==> src/rtl/sap1_controller_sequencer.sv <==
// rtl/sap1_controller_sequencer.sv - SAP-1 T-state ring counter and instruction decoder
module sap1_controller_sequencer #(
    parameter int                    OPCODE_WIDTH = 4,
    parameter logic [OPCODE_WIDTH-1:0] OP_LDA     = 4'b0000,
    parameter logic [OPCODE_WIDTH-1:0] OP_ADD     = 4'b0001,
    parameter logic [OPCODE_WIDTH-1:0] OP_SUB     = 4'b0010,
    parameter logic [OPCODE_WIDTH-1:0] OP_OUT     = 4'b1110,
    parameter logic [OPCODE_WIDTH-1:0] OP_HLT     = 4'b1111
) (
    input  logic                    clk,
    input  logic                    reset,
    input  logic [OPCODE_WIDTH-1:0] opcode,
    output logic [11:0]             con,
    output logic [5:0]              t_state,
    output logic                    halt
);

    // Control word bit order: {cp, ep, lm_n, ce_n, li_n, ei_n, la_n, ea, su, eu, lb_n, lo_n}
    localparam logic [11:0] CON_IDLE = 12'h3E3;

    typedef enum logic [2:0] {
        ST_T1, ST_T2, ST_T3, ST_T4, ST_T5, ST_T6, ST_HALT
    } state_t;

    state_t state;

    // Falling-edge sequencing keeps the control word settled before the datapath's rising edge.
    always_ff @(negedge clk or posedge reset) begin
        if (reset) begin
            state   <= ST_T1;
            t_state <= 6'b000001;
            halt    <= 1'b0;
        end else begin
            case (state)
                ST_T1: begin
                    state   <= ST_T2;
                    t_state <= 6'b000010;
                end
                ST_T2: begin
                    state   <= ST_T3;
                    t_state <= 6'b000100;
                end
                ST_T3: begin
                    state   <= ST_T4;
                    t_state <= 6'b001000;
                end
                ST_T4: begin
                    if (opcode == OP_HLT) begin
                        state   <= ST_HALT;
                        t_state <= 6'b000000;
                        halt    <= 1'b1;
                    end else begin
                        state   <= ST_T5;
                        t_state <= 6'b010000;
                    end
                end
                ST_T5: begin
                    state   <= ST_T6;
                    t_state <= 6'b100000;
                end
                ST_T6: begin
                    state   <= ST_T1;
                    t_state <= 6'b000001;
                end
                ST_HALT: begin
                    state   <= ST_HALT;
                    t_state <= 6'b000000;
                    halt    <= 1'b1;
                end
                default: begin
                    state   <= ST_T1;
                    t_state <= 6'b000001;
                    halt    <= 1'b0;
                end
            endcase
        end
    end

    // Fetch words ignore opcode; only T4-T6 decode it.
    always_comb begin
        con = CON_IDLE;
        if (!halt) begin
            if (t_state[0]) begin
                con = 12'h5E3;
            end else if (t_state[1]) begin
                con = 12'hBE3;
            end else if (t_state[2]) begin
                con = 12'h263;
            end else if (t_state[3]) begin
                case (opcode)
                    OP_LDA, OP_ADD, OP_SUB: con = 12'h1A3;
                    OP_OUT:                 con = 12'h3F2;
                    default:                con = CON_IDLE;
                endcase
            end else if (t_state[4]) begin
                case (opcode)
                    OP_LDA:         con = 12'h2C3;
                    OP_ADD, OP_SUB: con = 12'h2E1;
                    default:        con = CON_IDLE;
                endcase
            end else if (t_state[5]) begin
                case (opcode)
                    OP_ADD:  con = 12'h3C7;
                    OP_SUB:  con = 12'h3CF;
                    default: con = CON_IDLE;
                endcase
            end
        end
    end

endmodule

==> config.mk <==
export PLATFORM = sky130hd
export DESIGN_NAME = sap1_controller_sequencer
export DESIGN_NICKNAME = d
export VERILOG_FILES = /design/src/rtl/sap1_controller_sequencer.sv
export SDC_FILE = /design/constraint.sdc
export NUM_CORES = 1
export LEC_CHECK = 0
export CORE_UTILIZATION = 39
export DETAILED_ROUTE_END_ITERATION = 6
export GPL_TIMING_DRIVEN = 0
export PLACE_DENSITY = 0.79
export SKIP_CTS_REPAIR_TIMING = 1
export SYNTH_ARGS = -nofsm -noshare
export SYNTH_HDL_FRONTEND = slang
export SYNTH_SLANG_ARGS = --single-unit
==> constraint.sdc <==
create_clock -name clk -period 1.3 [get_ports clk]
set_input_delay 0.13 -clock clk [delete_from_list [all_inputs] [get_ports clk]]
set_output_delay 0.13 -clock clk [all_outputs]
set_load 0.03 [all_outputs]
==> results of run 1 <==
-- flip-flops by register name, indices dropped and copies added, names as in the netlist --
| register | flops |
|---|---|
| state | 3 |
| t_state | 6 |
| halt | 1 |
-- per-layer routing --
layer	GRT usage, %	routed length (µm)	share of wire (%)
met5	0	0	0
met4	7.76	0	0
met3	3.41	85	7.0
met2	25.4	658	54
met1	20.3	479	39
-- worst reg2reg max path, stage by stage, from the launching register on --
cell and delay, ns:
dfrtn_1 0.51, nand2b_1 0.17, or2_1 0.16, o21ai_1 0.06
-- where the power goes --
part | internal, W | switching (W)
Clock | 0.000115 | 0.000106
Sequential | 0.000457 | 0.000200
Combinational | 0.000551 | 0.000584
-- worst min-delay path by stage --
stage | slack [ns] | startpoint | endpoint
after global routing | 0.49 | state[0] | state[0]
after detailed placement | 0.45 | state[0] | state[0]
final | 0.45 | state[0] | state[0]
after CTS | 0.45 | state[0] | state[0]
after floorplan | 0.41 | state[0] | state[0]
after global placement | 0.45 | state[0] | state[0]
-- cells by family after synthesis --
family	after synthesis	share of synthesized area (%)
flops	10	45.5
buf+inv	3	2.04
compound gates	10	11.5
simple gates	33	41.0
-- through the flow --
step | std cells | hold WS (ns) | instance area, µm²
final | 106 | 0.447 | 955
after global routing | 106 | 0.491 | 955
after global placement | 95 | 0.449 | 860
after floorplan | 56 | 0.413 | 601
after CTS | 99 | 0.453 | 886
after detailed placement | 95 | 0.454 | 860
-- cell type report --
cell class / instances / share of cell area [%]
Tap cell: 15 / 1.97
Clock inverter: 2 / 0.786
Clock buffer: 3 / 2.36
Sequential cell: 10 / 26.3
Timing Repair Buffer: 31 / 31.5
Multi-Input combinational cell: 43 / 36.3
Inverter: 2 / 0.786
-- cells in the final DEF (no fill, tap or decap), drive strengths merged, types with 2 or more instances in the layout --
cell / instances
a21oi: 2
and3b: 2
buf: 25
clkbuf: 3
clkdlybuf4s50: 5
dfrtn: 9
inv: 3
nand2: 6
nand2b: 5
nand4: 3
nor2: 2
nor2b: 3
nor3: 4
nor3b: 3
o21ai: 3
o21bai: 2
==> key figures, run 1 <==
Outcome
  • Status: complete, but fails checks
  • Violated checks: negative setup slack

Floorplanning
  • DIE HEIGHT: 39.7 µm
  • # IOs: 25
  • DIE AREA: 0.00157 mm²
  • Core area: 0.00132 mm²
  • Initial Util: 42.0%
  • Row count: 13
  • Die Width: 39.7 µm

Synthesis
  • Ys flop type: dfrtn_1
  • Async S/R FF share, synth: 100%
  • Cell count after synthesis: 56
  • Top-area cell type share of the netlist area: 40.7%
  • Sequential share of the synthesized area: 45.5%
  • Synth Warn #: 0
  • Post-synth EDFFs: 0
  • Synthesized cell area: 553 µm²
  • Dominant cell type by area after synthesis: dfrtn_1
  • Most frequent cell after synthesis: dfrtn_1
  • Syn Area/Cell: 9.88 µm²
  • Synth cell types: 27
  • Post-synth top cells: dfrtn_1 (9), nand2_1 (6), nand2b_1 (5)
  • Number of synthesized register bits: 10
  • Syn_nets: 62
  • Top post-synthesis cells by area: dfrtn_1 (41%), nand2b_1 (5.7%), dfstp_2 (4.8%)

Detailed routing
  • Vias per cell: 5.14
  • DRC: 0
  • Post-route ant nets: 0
  • Starting DRC count in detailed routing: 6
  • First drt pass iteration count: 4
  • Drt wl/cell: 11.5 µm
  • DRT Wirelength: 1.22 mm
  • Via count: 545

Placement
  • Routability cong.: 0.716
  • DP Wirelength: 915 µm
  • Pre-CTS setup slack: -1.27 ns
  • # port buffers: 24

Critical path
  • Kind of critical path: reg -> out
  • Worst Path Max Fanout: 5
  • Crit path capture: con[4]
  • Bufs and invs on worst path: 1
  • Startpoint types: flip-flop
  • Worst Setup SP: halt
  • CP required: 1.17 ns
  • Slowest-stage cell, CP: dfrtn_1
  • Family with the most delay on the worst path: simple AND/OR/NAND/NOR gates
  • CP Depth: 4
  • Critical Path, Cell by Cell: nor3_4 > and3b_1 > and4_4 > buf_6
  • Data arrival time of the worst path: 2.21 ns
  • R2R setup slack: 0.24 ns
  • Worst r2r path cells: 3
  • Worst R2R End: halt
  • R2R Path Start: state[2]
  • Crit. End Element: output pin
  • Worst path max stage delay: 0.40 ns

Worst hold path
  • Worst hold-check path type: reg -> reg
  • Hold path cells: 1

Cells and area
  • Multi-input gate area: 347 µm²
  • # nets final: 98
  • Area Overhead vs Synth: 72.6%
  • Share of post-route cells with drive strength above 1: 45.1%
  • FILL cells: 100
  • Reg area: 251 µm²
  • Post-layout utilization of the core: 72.5%
  • # diodes: 0

Power
  • Leakage power: 0.451 nW
  • Power per cell area: 2110 mW/mm²
  • Peak supply drop: 1.30 mV
  • Total Power: 0.00201 W

GRT
  • First-pass GRT wire length: 1.64 mm
  • Tot GR Track Use: 16.0%
  • Pin count of the biggest net entering global routing: 11
  • Total grt overflow: 0
  • Vias in the first global route: 407
  • Initial antenna violation count: 0

Timing
  • Worst-Margin Slew: 0.385 ns
  • Rel. slew slack: 74.3%
  • Endpoints failing hold: 0
  • RSZ-0062 raised after global routing: true
  • Final slew viol count: 0
  • Setup WS post-layout: -1.04 ns
  • Final TNS setup: -14.07 ns
  • Worst Skew: 0.0478 ns
  • Setup violators final: 22

Job
  • Max Cap Viol: 0

Clock tree
  • H-tree depth: 1
  • CTS Root Cell: clkbuf_4
  • TritonCTS clock tree: yes
  • Clock-pin slew of the registers on the worst-case setup and hold paths: 0.05 ns
  • Clk buf depth: 2
  • CTS sink cnt: 10
  • Num CTS Buffers: 3
  • Clk Latency, worst-skew pair: 0.31 ns
No activity file was read; power rests on OpenSTA's default activity.
==> run 2: changes to the inputs <==
Settings changed: CORE_AREA set to 2 2 39 41, CORE_UTILIZATION 39 to unset, DIE_AREA set to 0 0 41 43, DONT_BUFFER_PORTS set to 1, PLACE_DENSITY 0.79 to 0.59, SETUP_SLACK_MARGIN set to 0.3, SLEW_MARGIN set to 0.
==> run 2 against run 1 <==
Against the previous run: the run still ends with negative setup slack left; total power shrank 0.92%; core utilization fell by 17 points; wire length is 0.25% higher; highest routed layer is now met4.
==> key figures, run 2 (synthesis results as in run 1) <==
Timing
  • Rel. slew slack: 60.5% (-14 points)
  • Final slew viol count: 0 (unchanged)
  • Worst Skew: 0.0482 ns (+0.000457 ns)
  • RSZ-0062 raised after global routing: true
  • Final TNS setup: -15.39 ns (-1.32 ns)
  • Setup violators final: 19 (-14%)
  • Worst-Margin Slew: 0.588 ns (+0.203 ns)
  • Endpoints failing hold: 0 (unchanged)
  • Setup WS post-layout: -1.16 ns (-0.121 ns)

Cells and area
  • # diodes: 0 (unchanged)
  • FILL cells: 121 (+21%)
  • Share of post-route cells with drive strength above 1: 46.5% (+1.4 points)
  • Post-layout utilization of the core: 55.9% (-17 points)
  • Top flop regs: t_state (6), state (3), halt (1)
  • # nets final: 78 (-20%)
  • Commonest non-fill, non-tap cells in the layout: buf_4 (10), dfrtn_1 (9), nand2_1 (4)
  • Commonest non-fill, non-tap cell in the layout: buf_4
  • Area Overhead vs Synth: 39.8%
  • Largest Register: t_state
  • Max reg flops: 6 (unchanged)

Critical path
  • Worst Path Max Fanout: 6 (+1)
  • Worst path max stage delay: 0.54 ns (+0.14 ns)
  • Worst Setup SP: halt
  • R2R Path Start: state[0]
  • Slowest-stage cell, CP: dfrtn_1
  • Kind of critical path: reg -> out
  • Worst R2R End: halt
  • Crit. End Element: output pin
  • Worst r2r path cells: 3 (unchanged)
  • Family with the most delay on the worst path: simple AND/OR/NAND/NOR gates
  • Critical Path, Cell by Cell: nor3_4 > and3b_2 > nand4_1
  • Startpoint types: flip-flop
  • R2R setup slack: 0.25 ns (about the same)
  • Data arrival time of the worst path: 2.33 ns (+0.12 ns)
  • CP required: 1.17 ns (about the same)
  • Bufs and invs on worst path: 0 (-1)

Power
  • Power per cell area: 2580 mW/mm² (+22%)
  • Peak supply drop: 1.17 mV (-10%)
  • Leakage power: 0.348 nW (-23%)

Placement
  • # port buffers: 0 (-100%)
  • DP Wirelength: 843 µm (-7.9%)
  • Routability cong.: 0.730 (+1.9%)

Floorplanning
  • DIE HEIGHT: 43 µm (+8.4%)
  • Initial Util: 40.0% (-2.0 points)
  • # IOs: 25 (unchanged)
  • Die Width: 41 µm (+3.4%)
  • Row count: 14 (+1)
  • Core area: 0.00138 mm² (+5.0%)
  • DIE AREA: 0.00176 mm² (+12%)

GRT
  • Pin count of the biggest net entering global routing: 11 (unchanged)
  • Tot GR Track Use: 13.8% (-2.2 points)
  • First-pass GRT wire length: 1.68 mm (+2.1%)
  • Total grt overflow: 0 (unchanged)
  • Initial antenna violation count: 0 (unchanged)
  • Vias in the first global route: 416 (+2.2%)

Clock tree
  • CTS Root Cell: clkbuf_4
  • H-tree depth: 1 (unchanged)
  • Num CTS Buffers: 3 (unchanged)
  • TritonCTS clock tree: yes
  • Clock-pin slew of the registers on the worst-case setup and hold paths: 0.05 ns (about the same)
  • Clk Latency, worst-skew pair: 0.32 ns (about the same)
  • CTS sink cnt: 10 (unchanged)
  • Clk buf depth: 2 (unchanged)

Outcome
  • Violated checks: negative setup slack
  • Status: complete, but fails checks

Detailed routing
  • Drt wl/cell: 14.1 µm (+22%)
  • First drt pass iteration count: 4 (unchanged)
  • DRT Wirelength: 1.23 mm (+0.25%)
  • DRC: 0 (unchanged)
  • Starting DRC count in detailed routing: 8 (+2)
  • Via count: 474 (-13%)
  • Post-route ant nets: 0 (unchanged)
  • Vias per cell: 5.45 (+6.0%)

Worst hold path
  • Worst hold-check path type: in -> async

Job
  • Max Cap Viol: 0 (unchanged)
run 2: changes by cell type in the layout (fill, tap and decap cells not counted), moves of 2 or more:
cell / change
nand2b_4: +2
buf_6: -13
nand2b_1: -2
clkdlybuf4s50_1: -5
run 2: layout make-up:
cell class              count  area (µm²)  share of cell area, %
clock buffers               4        36.3                   4.69
clock inverters             1        3.75                  0.485
inverters                   2        7.51                  0.971
multi-input cells          43         368                   47.6
flip-flops and latches     10         251                   32.5
well taps                  16        20.0                   2.59
repair buffers             11        86.3                   11.2
run 2: how the worst max path moves through the flow:
stage	endpoint	slack, ns	cells past startpoint
after floorplan	con[2]	-0.77	3
after global placement	con[0]	-0.87	3
after detailed placement	con[0]	-0.88	3
after CTS	con[0]	-1.18	3
after global routing	con[0]	-1.27	3
final	con[0]	-1.16	3
run 2: per-layer routing:
| layer | track usage (%) | wire length (µm) | vias to the layer above |
|---|---|---|---|
| met2 | 22.5 | 639 | 15 |
| met4 | 6.00 | 23 | 0 |
| li1 | - | - | 229 |
| met1 | 16.5 | 506 | 228 |
| met5 | 0 | 0 | - |
| met3 | 3.14 | 57 | 2 |
run 2: per-stage QoR:
stage               cell area, µm²  hold WS, ns  instances  worst slack (ns)  total power [W]
floorplan                      601        0.417         56            -0.770          0.00126
global placement               621        0.422         72            -0.873          0.00135
detailed placement             621        0.422         72            -0.879          0.00136
CTS                            657        0.259         76             -1.18          0.00165
global route                   773        0.269         87             -1.27          0.00211
finish                         773        0.238         87             -1.16          0.00200
run 2: where the power goes:
part           total (W)  internal (W)  switching, W
Clock           0.000293      0.000174      0.000119
Sequential      0.000838      0.000453      0.000385
Combinational   0.000864      0.000466      0.000399
Total            0.00200       0.00109      0.000902
